## src/rtl/dlatch_bank_pkg.sv

```systemverilog
// dlatch_bank_pkg: shared constants and helpers for the dlatch_bank slice.
//   CNT_W / CNT_MAX : width and saturation value of the per-channel change counters
//   mode_e          : storage mode encoding (edge register or transparent latch)
//   sel_width()     : counter-select width, max(1, $clog2(n))
package dlatch_bank_pkg;

   localparam int unsigned     CNT_W   = 8;
   localparam logic [CNT_W-1:0] CNT_MAX = 8'd255;

   typedef enum logic {
      MODE_EDGE        = 1'b0,
      MODE_TRANSPARENT = 1'b1
   } mode_e;

   function automatic int unsigned sel_width(input int unsigned n);
      return (n <= 2) ? 1 : $clog2(n);
   endfunction

endpackage

```

## src/rtl/dlatch_bank_if.sv

```systemverilog
// dlatch_bank_if: data/control bundle of the storage bank.
//   d, en, clr, freeze, cnt_sel : driven by the master (system side)
//   q, q_n, changed, cnt_out    : driven by the bank (slave side)
interface dlatch_bank_if #(
   parameter int unsigned WIDTH    = 1,
   parameter int unsigned CHANNELS = 4
);
   import dlatch_bank_pkg::*;

   localparam int unsigned SEL_W = sel_width(CHANNELS);

   logic [CHANNELS*WIDTH-1:0] d;
   logic [CHANNELS-1:0]       en;
   logic [CHANNELS-1:0]       clr;
   logic                      freeze;
   logic [SEL_W-1:0]          cnt_sel;
   logic [CHANNELS*WIDTH-1:0] q;
   logic [CHANNELS*WIDTH-1:0] q_n;
   logic [CHANNELS-1:0]       changed;
   logic [CNT_W-1:0]          cnt_out;

   modport master (
      output d, en, clr, freeze, cnt_sel,
      input  q, q_n, changed, cnt_out
   );

   modport slave (
      input  d, en, clr, freeze, cnt_sel,
      output q, q_n, changed, cnt_out
   );

endinterface

```

## src/rtl/dlatch_cell.sv

```systemverilog
// dlatch_cell: one storage channel.
//   clk, rst : clock, synchronous active-high reset
//   d        : channel data in
//   ge       : effective load enable (freeze already applied)
//   clr      : synchronous clear, beats ge
//   q        : visible value (transparent or registered view of st)
//   changed  : registered pulse when st changed at the last edge
//   cnt      : saturating count of changes, cleared only by rst
module dlatch_cell
   import dlatch_bank_pkg::*;
#(
   parameter int unsigned WIDTH       = 1,
   parameter int unsigned TRANSPARENT = 1
) (
   input  logic             clk,
   input  logic             rst,
   input  logic [WIDTH-1:0] d,
   input  logic             ge,
   input  logic             clr,
   output logic [WIDTH-1:0] q,
   output logic             changed,
   output logic [CNT_W-1:0] cnt
);

   localparam bit LATCH = (TRANSPARENT != 0);

   logic [WIDTH-1:0] st;
   logic [WIDTH-1:0] st_next;
   logic             diff;

   always_comb begin
      st_next = st;
      if (rst || clr) st_next = '0;
      else if (ge)    st_next = d;
   end

   assign diff = (st_next != st);

   always_ff @(posedge clk) begin
      st <= st_next;
      if (rst) begin
         changed <= 1'b0;
         cnt     <= '0;
      end else begin
         changed <= diff;
         if (diff && (cnt != CNT_MAX)) cnt <= cnt + 1'b1;
      end
   end

   if (LATCH == bit'(MODE_TRANSPARENT)) begin : g_latch
      // Same priority as st_next, so q shows what the next edge will keep.
      always_comb begin
         q = st;
         if (rst || clr) q = '0;
         else if (ge)    q = d;
      end
   end else begin : g_edge
      assign q = st;
   end

endmodule

```

## src/rtl/dlatch_bank.sv

```systemverilog
// dlatch_bank: CHANNELS independent WIDTH-bit storage cells with per-channel
// clear, change pulses and saturating change counters.
//   clk, rst : clock, synchronous active-high reset
//   bus      : dlatch_bank_if slave (d/en/clr/freeze/cnt_sel in; q/q_n/changed/cnt_out out)
module dlatch_bank
   import dlatch_bank_pkg::*;
#(
   parameter int unsigned WIDTH       = 1,
   parameter int unsigned CHANNELS    = 4,
   parameter int unsigned TRANSPARENT = 1
) (
   input  logic         clk,
   input  logic         rst,
   dlatch_bank_if.slave bus
);

   logic [CHANNELS-1:0] ge;
   logic [CNT_W-1:0]    cnt [CHANNELS];

   // freeze masks loads only; clears still reach the cells.
   assign ge = bus.en & ~{CHANNELS{bus.freeze}};

   for (genvar i = 0; i < CHANNELS; i++) begin : g_ch
      dlatch_cell #(
         .WIDTH       (WIDTH),
         .TRANSPARENT (TRANSPARENT)
      ) u_cell (
         .clk     (clk),
         .rst     (rst),
         .d       (bus.d[i*WIDTH +: WIDTH]),
         .ge      (ge[i]),
         .clr     (bus.clr[i]),
         .q       (bus.q[i*WIDTH +: WIDTH]),
         .changed (bus.changed[i]),
         .cnt     (cnt[i])
      );
   end

   assign bus.q_n = ~bus.q;

   // Out-of-range selects fall through to the zero default.
   always_comb begin
      bus.cnt_out = '0;
      for (int unsigned i = 0; i < CHANNELS; i++) begin
         if (32'(bus.cnt_sel) == i) bus.cnt_out = cnt[i];
      end
   end

endmodule

```

## src/flat_wrapper.sv

```systemverilog
// flat-port wrapper written by rule: the top's interface ports become plain ports
module dlatch_bank_flat import dlatch_bank_pkg::*;
#(
   parameter int unsigned WIDTH       = 1,
   parameter int unsigned CHANNELS    = 4,
   parameter int unsigned TRANSPARENT = 1
)
  (clk, rst, bus_d, bus_en, bus_clr, bus_freeze, bus_cnt_sel, bus_q, bus_q_n, bus_changed, bus_cnt_out);
  dlatch_bank_if #(.WIDTH(WIDTH), .CHANNELS(CHANNELS)) bus_i ();
  input  logic clk;
  input  logic rst;
  input wire logic [$bits(bus_i.d)-1:0] bus_d;
  input wire logic [$bits(bus_i.en)-1:0] bus_en;
  input wire logic [$bits(bus_i.clr)-1:0] bus_clr;
  input wire logic [$bits(bus_i.freeze)-1:0] bus_freeze;
  input wire logic [$bits(bus_i.cnt_sel)-1:0] bus_cnt_sel;
  output wire logic [$bits(bus_i.q)-1:0] bus_q;
  output wire logic [$bits(bus_i.q_n)-1:0] bus_q_n;
  output wire logic [$bits(bus_i.changed)-1:0] bus_changed;
  output wire logic [$bits(bus_i.cnt_out)-1:0] bus_cnt_out;
  assign bus_i.d = bus_d;
  assign bus_i.en = bus_en;
  assign bus_i.clr = bus_clr;
  assign bus_i.freeze = bus_freeze;
  assign bus_i.cnt_sel = bus_cnt_sel;
  assign bus_q = bus_i.q;
  assign bus_q_n = bus_i.q_n;
  assign bus_changed = bus_i.changed;
  assign bus_cnt_out = bus_i.cnt_out;
  dlatch_bank #(.WIDTH(WIDTH), .CHANNELS(CHANNELS), .TRANSPARENT(TRANSPARENT)) u_core (.clk(clk), .rst(rst), .bus(bus_i));
endmodule
```

## config.mk

```make
export PLATFORM = sky130hd
export DESIGN_NAME = dlatch_bank_flat
export DESIGN_NICKNAME = d
export VERILOG_FILES = /design/src/rtl/dlatch_bank_pkg.sv /design/src/rtl/dlatch_bank_if.sv /design/src/rtl/dlatch_cell.sv /design/src/rtl/dlatch_bank.sv /design/src/flat_wrapper.sv
export SDC_FILE = /design/constraint.sdc
export NUM_CORES = 1
export LEC_CHECK = 0
export CAP_MARGIN = 0
export CORE_MARGIN = 4
export CORE_UTILIZATION = 60
export DETAILED_ROUTE_END_ITERATION = 8
export PLACE_DENSITY = 0.86
export SYNTH_ARGS = -nofsm -noshare
export SYNTH_HDL_FRONTEND = slang
export SYNTH_HIERARCHICAL = 1
export SYNTH_SLANG_ARGS = --single-unit
export TNS_END_PERCENT = 30
```

## constraint.sdc

```tcl
create_clock -name clk -period 2.7 [get_ports clk]
set_clock_uncertainty 0.05 [all_clocks]
set_input_delay 0.54 -clock clk [delete_from_list [all_inputs] [get_ports clk]]
set_output_delay 0.54 -clock clk [all_outputs]
set_load 0.005 [all_outputs]
```

After elaboration in Yosys (flattened, before gate mapping)
Cells that the tools add are included.

storage, ports and cells
  bits in registers = 40
  logic and storage cells = 51
  output and inout bits = 20
  input bits = 17

cells by class
  reductions and logical operators = 9
  multiplexer cells = 12
  $add $sub $neg = 4
  bitwise operators = 3
  equality and inequality tests = 11

operators with widths
  operator               count
  $add A8 B1 Y8 const B  4
  $mux W8                4
  $ne A8 B8 Y1 const B   4
  $mux W1                8
  $not A4 Y4             2
  $and A4 B4 Y4          1
  $eq A2 B2 Y1 const B   2
  $logic_and A1 B1 Y1    4
  $logic_or A1 B1 Y1     4
  $ne A1 B1 Y1           4
  $eq A2 B1 Y1 const B   1
  $logic_not A2 Y1       1

Logic depth before layout (Yosys ltp)
Gate-level depths: netlist (run 1).

  depth after elaboration = 6
  depth in mapped cells = 5
  gate-level depth less buffers = 5

Modules after synthesis
The synthesis (run 1) kept the hierarchy.

modules (own cells, without submodules)
  module       seq. area each (um^2)  times used  area each (um^2)  cells each
  dlatch_cell  200.2                  4           620.6             67
  dlatch_bank  0.0                    1           236.5             18

Worst setup path before layout (run 1)
OpenSTA, ideal clock, no wires.

  kind = input-to-output
  start = in rst
  end = out bus_q_n[0]
  path buffers = 2
  required time = 2110 ps
  path slack = 797 ps
  arrival = 1313 ps
  stages on the path = 4
  cells stage by stage = buf_2 > clkbuf_1 > nor3_1 > inv_1

on the way
  word-level cells in the longest chain between the ends = 3

RTL lines
  element             RTL line            source
  from (decl)         flat_wrapper.sv:11  input logic rst;
  $logic_or A1 B1 Y1  dlatch_cell.sv:54   if (rst || clr) q = '0;
  $mux W1             dlatch_cell.sv:54
  net bus_q[0]        flat_wrapper.sv:17  output wire logic [$bits(bus_i.q)-1:0] bus_q;
  $not A4 Y4          dlatch_bank.sv:39   assign bus.q_n = ~bus.q;
  to (decl)           flat_wrapper.sv:18  output wire logic [$bits(bus_i.q_n)-1:0] bus_q_n;

The timed path passes the listed nets, and every way through them passes these cells.

Worst setup path in the final report (run 1)
  start = in bus_en[0]
  end = out bus_q_n[0]

on the way
  word-level cells in the longest chain between the ends = 4

RTL lines
  element           RTL line            source
  from (decl)       flat_wrapper.sv:13  input wire logic [$bits(bus_i.en)-1:0] bus_en;
  $and A4 B4 Y4     dlatch_bank.sv:21   assign ge = bus.en & ~{CHANNELS{bus.freeze}};
  net u_core.ge[0]  dlatch_bank.sv:17   logic [CHANNELS-1:0] ge;
  $mux W1           dlatch_cell.sv:55   else if (ge) q = d;
  $mux W1           dlatch_cell.sv:54
  $not A4 Y4        dlatch_bank.sv:39

The timed path passes the listed nets, and every way through them passes these cells.

==> flow_metrics.tcl, run 1 <==
set metrics [dict create \
    synth_seq_cells 40 \
    postSynthAreaPerCell_um2 9.506 \
    layout.nets 351 \
    diodes 0 \
    ys_types 34 \
    io_buffer_count 36 \
    relSlewSlack 0.7093 \
    dr.first_iter.drc_count 163 \
    yosysTopAreaCell "dfxtp_1" \
    fp.dieH_um 75.32 \
    area_growth_pct 21.72 \
    cts_max_path_buffers 2 \
    cp_slowest_cell "clkdlybuf4s50_1" \
    outcome "finished with violations" \
    path_cells "clkdlybuf4s50_1 -> nor2b_1 -> mux2i_1 -> nor3_2 -> inv_1 -> clkdlybuf4s50_1" \
    cts_tree "built" \
    critical_path.max_fanout 3 \
    syn-num-nets 307 \
    drtPass1Iterations 4 \
    grt_use_total 0.2349 \
    syn-cell-area_um2 2719 \
    finalHoldViolCount 0 \
    power.total_mw 1.166 \
    antenna_found_initial 0 \
    synth_top_area_frac 0.2945 \
    drv_slew 0 \
    finish.utilization 0.7549 \
    power_density_nw_per_um2 352.3 \
    path_clk_slew_ps 80 \
    synth_warnings 6 \
    critPathMostFrequentCell "clkdlybuf4s50_1" \
    hold_class "reg2reg" \
    start_util 0.6201 \
    clk_latency_ps 290 \
    layout_setup_ws_ps -34.58 \
    critical-path-top-delay-family "buffers and inverters" \
    seq_area_um2 800.8 \
    top_level_ports 37 \
    max_freq_mhz 365.7 \
    r2r_cells 5 \
    rsz0062_at_grt "yes" \
    dp_hpwl_mm 4.770 \
    grt_max_degree 29 \
    grt_pass1_vias 2286 \
    cp-end-kind "output port" \
    tns_ps -34.58 \
    cts_hold_buffers 0 \
    ir_drop_v 0.0003246 \
    holdPathStages 2 \
    grt_pass1_wl_mm 10.26 \
    min_to "u_core/g_ch[2].u_cell/cnt[4]" \
    maxCapViolCount 0 \
    violations "setup timing" \
    cp.required_ps 2110 \
    num_vias 2432 \
    coreArea_um2 4384 \
    cts_root_buffer "clkbuf_8" \
    slowest_delay_ps 490 \
    r2r_end "u_core/g_ch[1].u_cell/cnt[3]" \
    drt-total-wl_mm 6.431 \
    synth_area_leaders "dfxtp_1, mux2_2, mux4_2" \
    vias_per_cell 6.350 \
    dieWidth_um 75.32 \
    start_kind "primary input" \
    die_area_um2 5672 \
    layout_commonest_cell "dfxtp_1" \
    ant_nets 0 \
    critPathBufInv 3 \
    clkSinkCount 40 \
    report.final.setup_viol 1 \
    multiInputGateArea_um2 1839 \
    overflow 0 \
    drc_errors 0 \
    preCtsSetupSlack_ps -205.9 \
    wire_per_inst_um 16.79 \
    htreeDepth 2 \
    ff2ff_setup_slack_ps 980 \
    power_leakage_nw 1.068 \
    gp_congestion 0.8355 \
    hold_slack_ps 472.9 \
    finalCritPeriodShare 1.013 \
    most-common-layout-cells "dfxtp_1, clkdlybuf4s50_1, nand3_1" \
    rows 24 \
    cp.arrival_ps 2140 \
    period_minus_slack_ps 2735 \
    r2r_start "u_core/g_ch[1].u_cell/cnt[0]" \
    numCtsBuffers 5 \
    worstMarginPinSlew_ps 425.0 \
    drive_gt1_frac 0.2447 \
    min_from "u_core/g_ch[2].u_cell/cnt[4]" \
    fill_cells 318 \
    syn_inst 286 \
    yosysSeqAreaShare 0.2945 \
    critical_path_class "in2out" \
]
## power breakdown
group	internal (mW)	switching (mW)
registers	0.595	0.00865
logic	0.0718	0.0729
clock network	0.209	0.209
## metrics by stage
step	instance area, µm²	instances
after floorplan	2719	286
after global placement	3196	375
after detailed placement	3196	375
after CTS	3279	383
after global routing	3309	383
final	3309	383
## cell type report
cell class,instances,share of cell area
inverters,16,0.01815
clock buffers,8,0.02722
flip-flops and latches,40,0.2420
multi-input cells,220,0.5558
well taps,52,0.01966
repair buffers,47,0.1372
## kinds of logic (layout without fill, tap and decap cells)
family,Yosys count,in the layout,share of synthesized area
adders and majority gates,4,4,0.01841
buffers and inverters,26,71,0.04095
and+or+nand+nor,116,116,0.2467
muxes,32,32,0.1620
DFF,40,40,0.2945
AOI/OAI and AO/OA,68,68,0.2375
## flip-flops by register name (all words and copies together), names as in the netlist
signal                      flops
u_core/g_ch.u_cell/changed      4
u_core/g_ch.u_cell/st           4
u_core/g_ch.u_cell/cnt         32
## cells in the mapped netlist (all sizes together)
library cell and number:
nor3 4, clkbuf 5, a211oi 12, nand4 8, a2111oi 4, o31ai 4, a21o 4, and2b 4
nor2 20, a211o 4, buf 5, mux2 16, and3b 4, o21ai 4, nand2 16, nand3 20
inv 16, a21oi 24, and3 4, mux4 8, nand2b 12, a221oi 4, a311oi 4, o311ai 4
ha 4, dfxtp 40, mux2i 8, nor2b 20, or2b 4
## routing by layer
layer,track usage,vias up,wire (µm)
li1,-,1159,-
met1,0.2880,1163,2651
met2,0.4075,99,3224
met3,0.05409,11,446
met4,0.07573,0,108
met5,0,-,0
## worst min-delay path: cells and delay by family, from the launching register on
kind                   cells  cell delay [ps]
flip-flops                 1              340
buffers and inverters      1               80
AO/OA/AOI/OAI              1               60
## worst max path at each step
stage / from / endpoint / depth (start not counted)
finish: bus_en[0] / bus_q_n[0] / 6
global route: bus_en[0] / bus_q_n[0] / 6
CTS: bus_en[2] / bus_q[2] / 5
detailed placement: bus_freeze / bus_q[1] / 5
global placement: bus_freeze / bus_q[1] / 5
floorplan: rst / bus_q_n[0] / 4
## repair_timing
action / 4_1_cts / 5_1_grt
endpoints found under the setup margin: 16 / 8
setup buffers: 0 / 0
resized for setup: 11 / 7
(Power assumes the default switching activity.)
==> run 2: changes to the inputs <==
--- a/config.mk
+++ b/config.mk
@@ -7,9 +7,10 @@
 export LEC_CHECK = 0
 export CAP_MARGIN = 0
 export CORE_MARGIN = 4
-export CORE_UTILIZATION = 60
+export CORE_UTILIZATION = 53
 export DETAILED_ROUTE_END_ITERATION = 8
-export PLACE_DENSITY = 0.86
+export GPL_TIMING_DRIVEN = 0
+export PLACE_DENSITY = 0.77
 export SYNTH_ARGS = -nofsm -noshare
 export SYNTH_HDL_FRONTEND = slang
 export SYNTH_HIERARCHICAL = 1
==> run 2 against run 1 <==
  * Fmax up 3.2%
  * Flip-flop and latch count did not move
  * Largest cell class unchanged
  * Global-route usage down 2.4 points
  * Highest routed layer unchanged
  * Clock power rose by 15%
  * Via count down 5.4%
  * The flow now finishes without violations
  * Combinational power shrank 9.7%
  * Critical path type unchanged
==> flow_metrics.tcl, run 2 (synthesized netlist as in run 1, its figures left out) <==
set metrics [dict create \
    coreArea_um2 4848 \
    dr.first_iter.drc_count 105 \
    numCtsBuffers 5 \
    layout_commonest_cell "dfxtp_1" \
    io_buffer_count 33 \
    outcome "complete, no violations" \
    relSlewSlack 0.6653 \
    cts_root_buffer "clkbuf_8" \
    cts_max_path_buffers 2 \
    grt_pass1_vias 2212 \
    r2r_start "u_core/g_ch[0].u_cell/cnt[0]" \
    critical_path_class "in2out" \
    largest_reg_flops 32 \
    rows 25 \
    cp-end-kind "output port" \
    drc_errors 0 \
    clkSinkCount 40 \
    path_clk_slew_ps 70 \
    rsz0062_at_grt "yes" \
    clk_latency_ps 290 \
    period_minus_slack_ps 2649 \
    power.total_mw 1.214 \
    wire_per_inst_um 15.48 \
    worstSetupStartpoint "bus_en[1]" \
    grt_max_degree 13 \
    vias_per_cell 5.838 \
    start_kind "primary input" \
    min_from "u_core/g_ch[1].u_cell/cnt[4]" \
    layout.nets 347 \
    finalCritPeriodShare 0.9810 \
    ant_nets 0 \
    drt-total-wl_mm 6.099 \
    cp.arrival_ps 2060 \
    most-common-layout-cells "dfxtp_1, clkdlybuf4s50_1, nand3_1" \
    num_vias 2300 \
    fill_cells 399 \
    power_density_nw_per_um2 371.2 \
    grt_use_total 0.2113 \
    finish.utilization 0.6743 \
    ir_drop_v 0.0002600 \
    hold_class "reg2reg" \
    max_freq_mhz 377.5 \
    fp.dieH_um 79.63 \
    finalHoldViolCount 0 \
    maxCapViolCount 0 \
    area_growth_pct 20.25 \
    grt_util_met1 0.2789 \
    drtPass1Iterations 5 \
    top_regs "u_core/g_ch.u_cell/cnt: 32 flops, u_core/g_ch.u_cell/changed: 4 flops, u_core/g_ch.u_cell/st: 4 flops" \
    worstMarginPinSlew_ps 502.0 \
    cts_setup_buffers 0 \
    drive_gt1_frac 0.2355 \
    drv_slew 0 \
    cts_tree "built" \
    overflow 0 \
    start_util 0.5608 \
    grt-busiest-layer "met2" \
    antenna_found_initial 0 \
    final_cell_area_um2 3269 \
    diodes 0 \
    top_register "u_core/g_ch.u_cell/cnt" \
    die_area_um2 6340 \
    report.final.setup_viol 0 \
    grtUsageMet3 0.04515 \
    cp.required_ps 2110 \
    hold_slack_ps 459.4 \
    dieWidth_um 79.63 \
    dpl-instance-area_um2 3133 \
    top_level_ports 37 \
    htreeDepth 2 \
    cts_hold_buffers 0 \
    critical_path.max_fanout 3 \
    grt_pass1_wl_mm 10.53 \
    gp_congestion 0.8364 \
    use_met2 0.3422 \
    power_leakage_nw 0.9932 \
    dp_hpwl_mm 4.568 \
]
[run 2: changes by cell type in the layout (fill, tap and decap cells not counted), moves of 2 or more]
cell	delta
clkdlybuf4s50_1	+7
buf_2	+3
buf_12	-2
buf_4	-9
dlygate4sd2_1	-8
clkbuf_1	+3
nor2b_2	+2
[run 2: cell type report]
| cell class | count | area, µm² | area share |
|---|---|---|---|
| Buffer | 10 | 51.30 | 0.01569 |
| Clock inverter | 2 | 35.03 | 0.01072 |
| Sequential cell | 40 | 800.8 | 0.2449 |
| Multi-Input combinational cell | 220 | 1837 | 0.5618 |
| Timing Repair Buffer | 33 | 329.1 | 0.1007 |
| Clock buffer | 6 | 72.57 | 0.02220 |
| Tap cell | 67 | 83.83 | 0.02564 |
| Inverter | 16 | 60.06 | 0.01837 |
[run 2: final timing paths]
check | slack [ps] | cells after the start | end
setup / recovery | 50 | 6 | bus_q_n[1]
hold / removal | 460 | 2 | u_core/g_ch[1].u_cell/cnt[4]
setup reg to reg | 970 | 5 | u_core/g_ch[0].u_cell/cnt[3]
hold reg to reg | 460 | 2 | u_core/g_ch[1].u_cell/cnt[4]
[run 2: worst max-delay path, stage by stage]
cell             delay, ps
clkdlybuf4s50_1        440
nor2b_2                200
mux2i_1                250
nor3_2                  70
inv_1                   70
clkdlybuf4s50_1        490
[run 2: per-layer routing]
metal / routed length, µm / vias up / share of wire
met2: 2917 / 59 / 0.48
met5: 0 / - / 0
met3: 313 / 10 / 0.051
met4: 98 / 0 / 0.016
li1: - / 1148 / -
met1: 2770 / 1083 / 0.45
[run 2: per-stage QoR]
stage	cells	worst slack (ps)	TNS [ps]
CTS	394	2.083	0
global route	394	-51.54	-151.5
global placement	386	-213.8	-1333
finish	394	51.30	0
floorplan	286	797.0	0
detailed placement	386	-257.6	-1646
[run 2: repair_timing]
item,CTS,global route
setup endpoints to repair,8,8
pin swaps,0,0
gates resized for setup,4,5
[run 2: power by group]
part | total [mW] | leakage [nW] | switching [mW] | internal (mW)
clock network | 0.479 | 0.0552 | 0.205 | 0.274
registers | 0.604 | 0.323 | 0.00912 | 0.595
logic | 0.131 | 0.615 | 0.0695 | 0.0612
total | 1.21 | 0.993 | 0.283 | 0.931
==> run 3: changes to the inputs <==
--- a/config.mk
+++ b/config.mk
@@ -8,9 +8,12 @@
 export CAP_MARGIN = 0
 export CORE_MARGIN = 4
 export CORE_UTILIZATION = 53
+export CTS_CLUSTER_DIAMETER = 40
+export CTS_CLUSTER_SIZE = 20
 export DETAILED_ROUTE_END_ITERATION = 8
 export GPL_TIMING_DRIVEN = 0
 export PLACE_DENSITY = 0.77
+export REMOVE_ABC_BUFFERS = 1
 export SYNTH_ARGS = -nofsm -noshare
 export SYNTH_HDL_FRONTEND = slang
 export SYNTH_HIERARCHICAL = 1
==> run 3 against run 2 <==
  * Clock power down 13%
  * Routed wire length down 3.4%
  * Final area is 1.1% lower
  * Global-route usage shrank 0.98 points
  * Critical path type unchanged
  * Critical endpoint is now bus_q_n[0]
==> flow_metrics.tcl, run 3 (synthesized netlist as in run 1, its figures left out) <==
set metrics [dict create \
    numCtsBuffers 5 \
    top_register "u_core/g_ch.u_cell/cnt" \
    finish.utilization 0.6668 \
    critPathMostFrequentCell "clkdlybuf4s50_1" \
    dr_wl_met3_um 266 \
    rows 25 \
    drive_gt1_frac 0.2250 \
    ant_nets 0 \
    power_leakage_nw 0.9792 \
    route.met2.wl_mm 2.863 \
    finalCritPeriodShare 0.9792 \
    clk_latency_ps 300 \
    preCtsSetupSlack_ps -304.1 \
    cp.arrival_ps 2050 \
    critical_path_class "in2out" \
    htreeDepth 2 \
    cts_tree "built" \
    cts_max_path_buffers 2 \
    drv_slew 0 \
    area_growth_pct 18.91 \
    drt-total-wl_mm 5.892 \
    die_area_um2 6340 \
    grt_max_degree 73 \
    layout.nets 340 \
    worstMarginPinSlew_ps 948.3 \
    coreArea_um2 4848 \
    power_density_nw_per_um2 355.1 \
    grt_pass1_wl_mm 10.18 \
    top_level_ports 37 \
    ir_drop_v 0.0002333 \
    layout_commonest_cell "dfxtp_1" \
    cts_setup_buffers 0 \
    wire_per_inst_um 15.22 \
    outcome "complete, no violations" \
    cp_slowest_cell "clkdlybuf4s50_1" \
    critical_path.max_fanout 3 \
    overflow 0 \
    top_regs "u_core/g_ch.u_cell/cnt: 32 flops, u_core/g_ch.u_cell/changed: 4 flops, u_core/g_ch.u_cell/st: 4 flops" \
    relSlewSlack 0.3678 \
    fill_cells 422 \
    cts_hold_buffers 0 \
    io_buffer_count 36 \
    wl_met1_mm 2.689 \
    slowest_delay_ps 500 \
    grt_pass1_vias 2188 \
    gp_congestion 0.7455 \
    largest_reg_flops 32 \
    maxCapViolCount 0 \
    cts_root_buffer "clkbuf_8" \
    start_kind "primary input" \
    path_clk_slew_ps 70 \
    num_vias 2282 \
    finalHoldViolCount 0 \
    cp.required_ps 2110 \
    rsz0062_at_grt "yes" \
    max_freq_mhz 378.2 \
    period_minus_slack_ps 2644 \
    fp.dieH_um 79.63 \
    cp-end-kind "output port" \
    drtPass1Iterations 4 \
    power.total_mw 1.148 \
    start_util 0.5608 \
    routed.top_layer "met4" \
    dp_hpwl_mm 4.186 \
    seq_area_um2 800.8 \
    dr.first_iter.drc_count 125 \
    antenna_found_initial 0 \
    vias_per_cell 5.897 \
    hold_class "reg2reg" \
    path_cells "clkdlybuf4s50_1 -> nor2b_2 -> mux2i_1 -> nor3_2 -> inv_1 -> clkdlybuf4s50_1" \
    layout_setup_ws_ps 56.17 \
    dieWidth_um 79.63 \
    drc_errors 0 \
    diodes 0 \
    multiInputGateArea_um2 1842 \
    clkSinkCount 40 \
    grt_use_total 0.2015 \
    report.final.setup_viol 0 \
    most-common-layout-cells "dfxtp_1, clkdlybuf4s50_1, nand3_1" \
]
## run 3: power breakdown
| group | switching [mW] | internal [mW] |
|---|---|---|
| registers | 0.00867 | 0.595 |
| logic | 0.0674 | 0.0594 |
| clock network | 0.209 | 0.209 |
| total | 0.285 | 0.863 |
## run 3: final cells by class
type / instances / area share
Multi-Input combinational cell: 220 / 0.5697
Timing Repair Buffer: 36 / 0.1103
Sequential cell: 40 / 0.2477
Inverter: 16 / 0.01858
Tap cell: 67 / 0.02593
Clock buffer: 8 / 0.02786
## run 3: path summary, 6_finish.rpt
kind | from | end | slack, ps | cells past startpoint
worst max-delay path | bus_en[0] | bus_q_n[0] | 60 | 6
worst min-delay path | u_core/g_ch[2].u_cell/cnt[4] | u_core/g_ch[2].u_cell/cnt[4] | 460 | 2
worst max register to register | u_core/g_ch[1].u_cell/cnt[1] | u_core/g_ch[1].u_cell/cnt[3] | 970 | 5
worst min register to register | u_core/g_ch[2].u_cell/cnt[4] | u_core/g_ch[2].u_cell/cnt[4] | 460 | 2
## run 3: metal layers
metal,vias to the layer above,global-route usage
li1,1128,-
met1,1090,0.2640
met2,57,0.3289
met3,7,0.04289
met4,0,0.06529
met5,-,0
## run 3: timing repair
action / CTS / global route
endpoints found under the setup margin: 16 / 16
gates resized for setup: 7 / 8
endpoints found under the hold margin: 0 / 0
## run 3: through the flow
stage	instance area (µm²)	setup TNS (ps)	std cells	hold slack, ps
final	3233	0	387	459.3
after global routing	3233	-70.86	387	481.0
after CTS	3213	0	387	459.9
after detailed placement	3109	-4162	379	446.9
after global placement	3112	-74360	379	441.2
after floorplan	2668	0	276	409.9
## run 3: critical path, delay by kind of cell
kind                   cells  cell delay (ps)
and+or+nand+nor            2              250
buffers and inverters      3             1020
muxes                      1              240
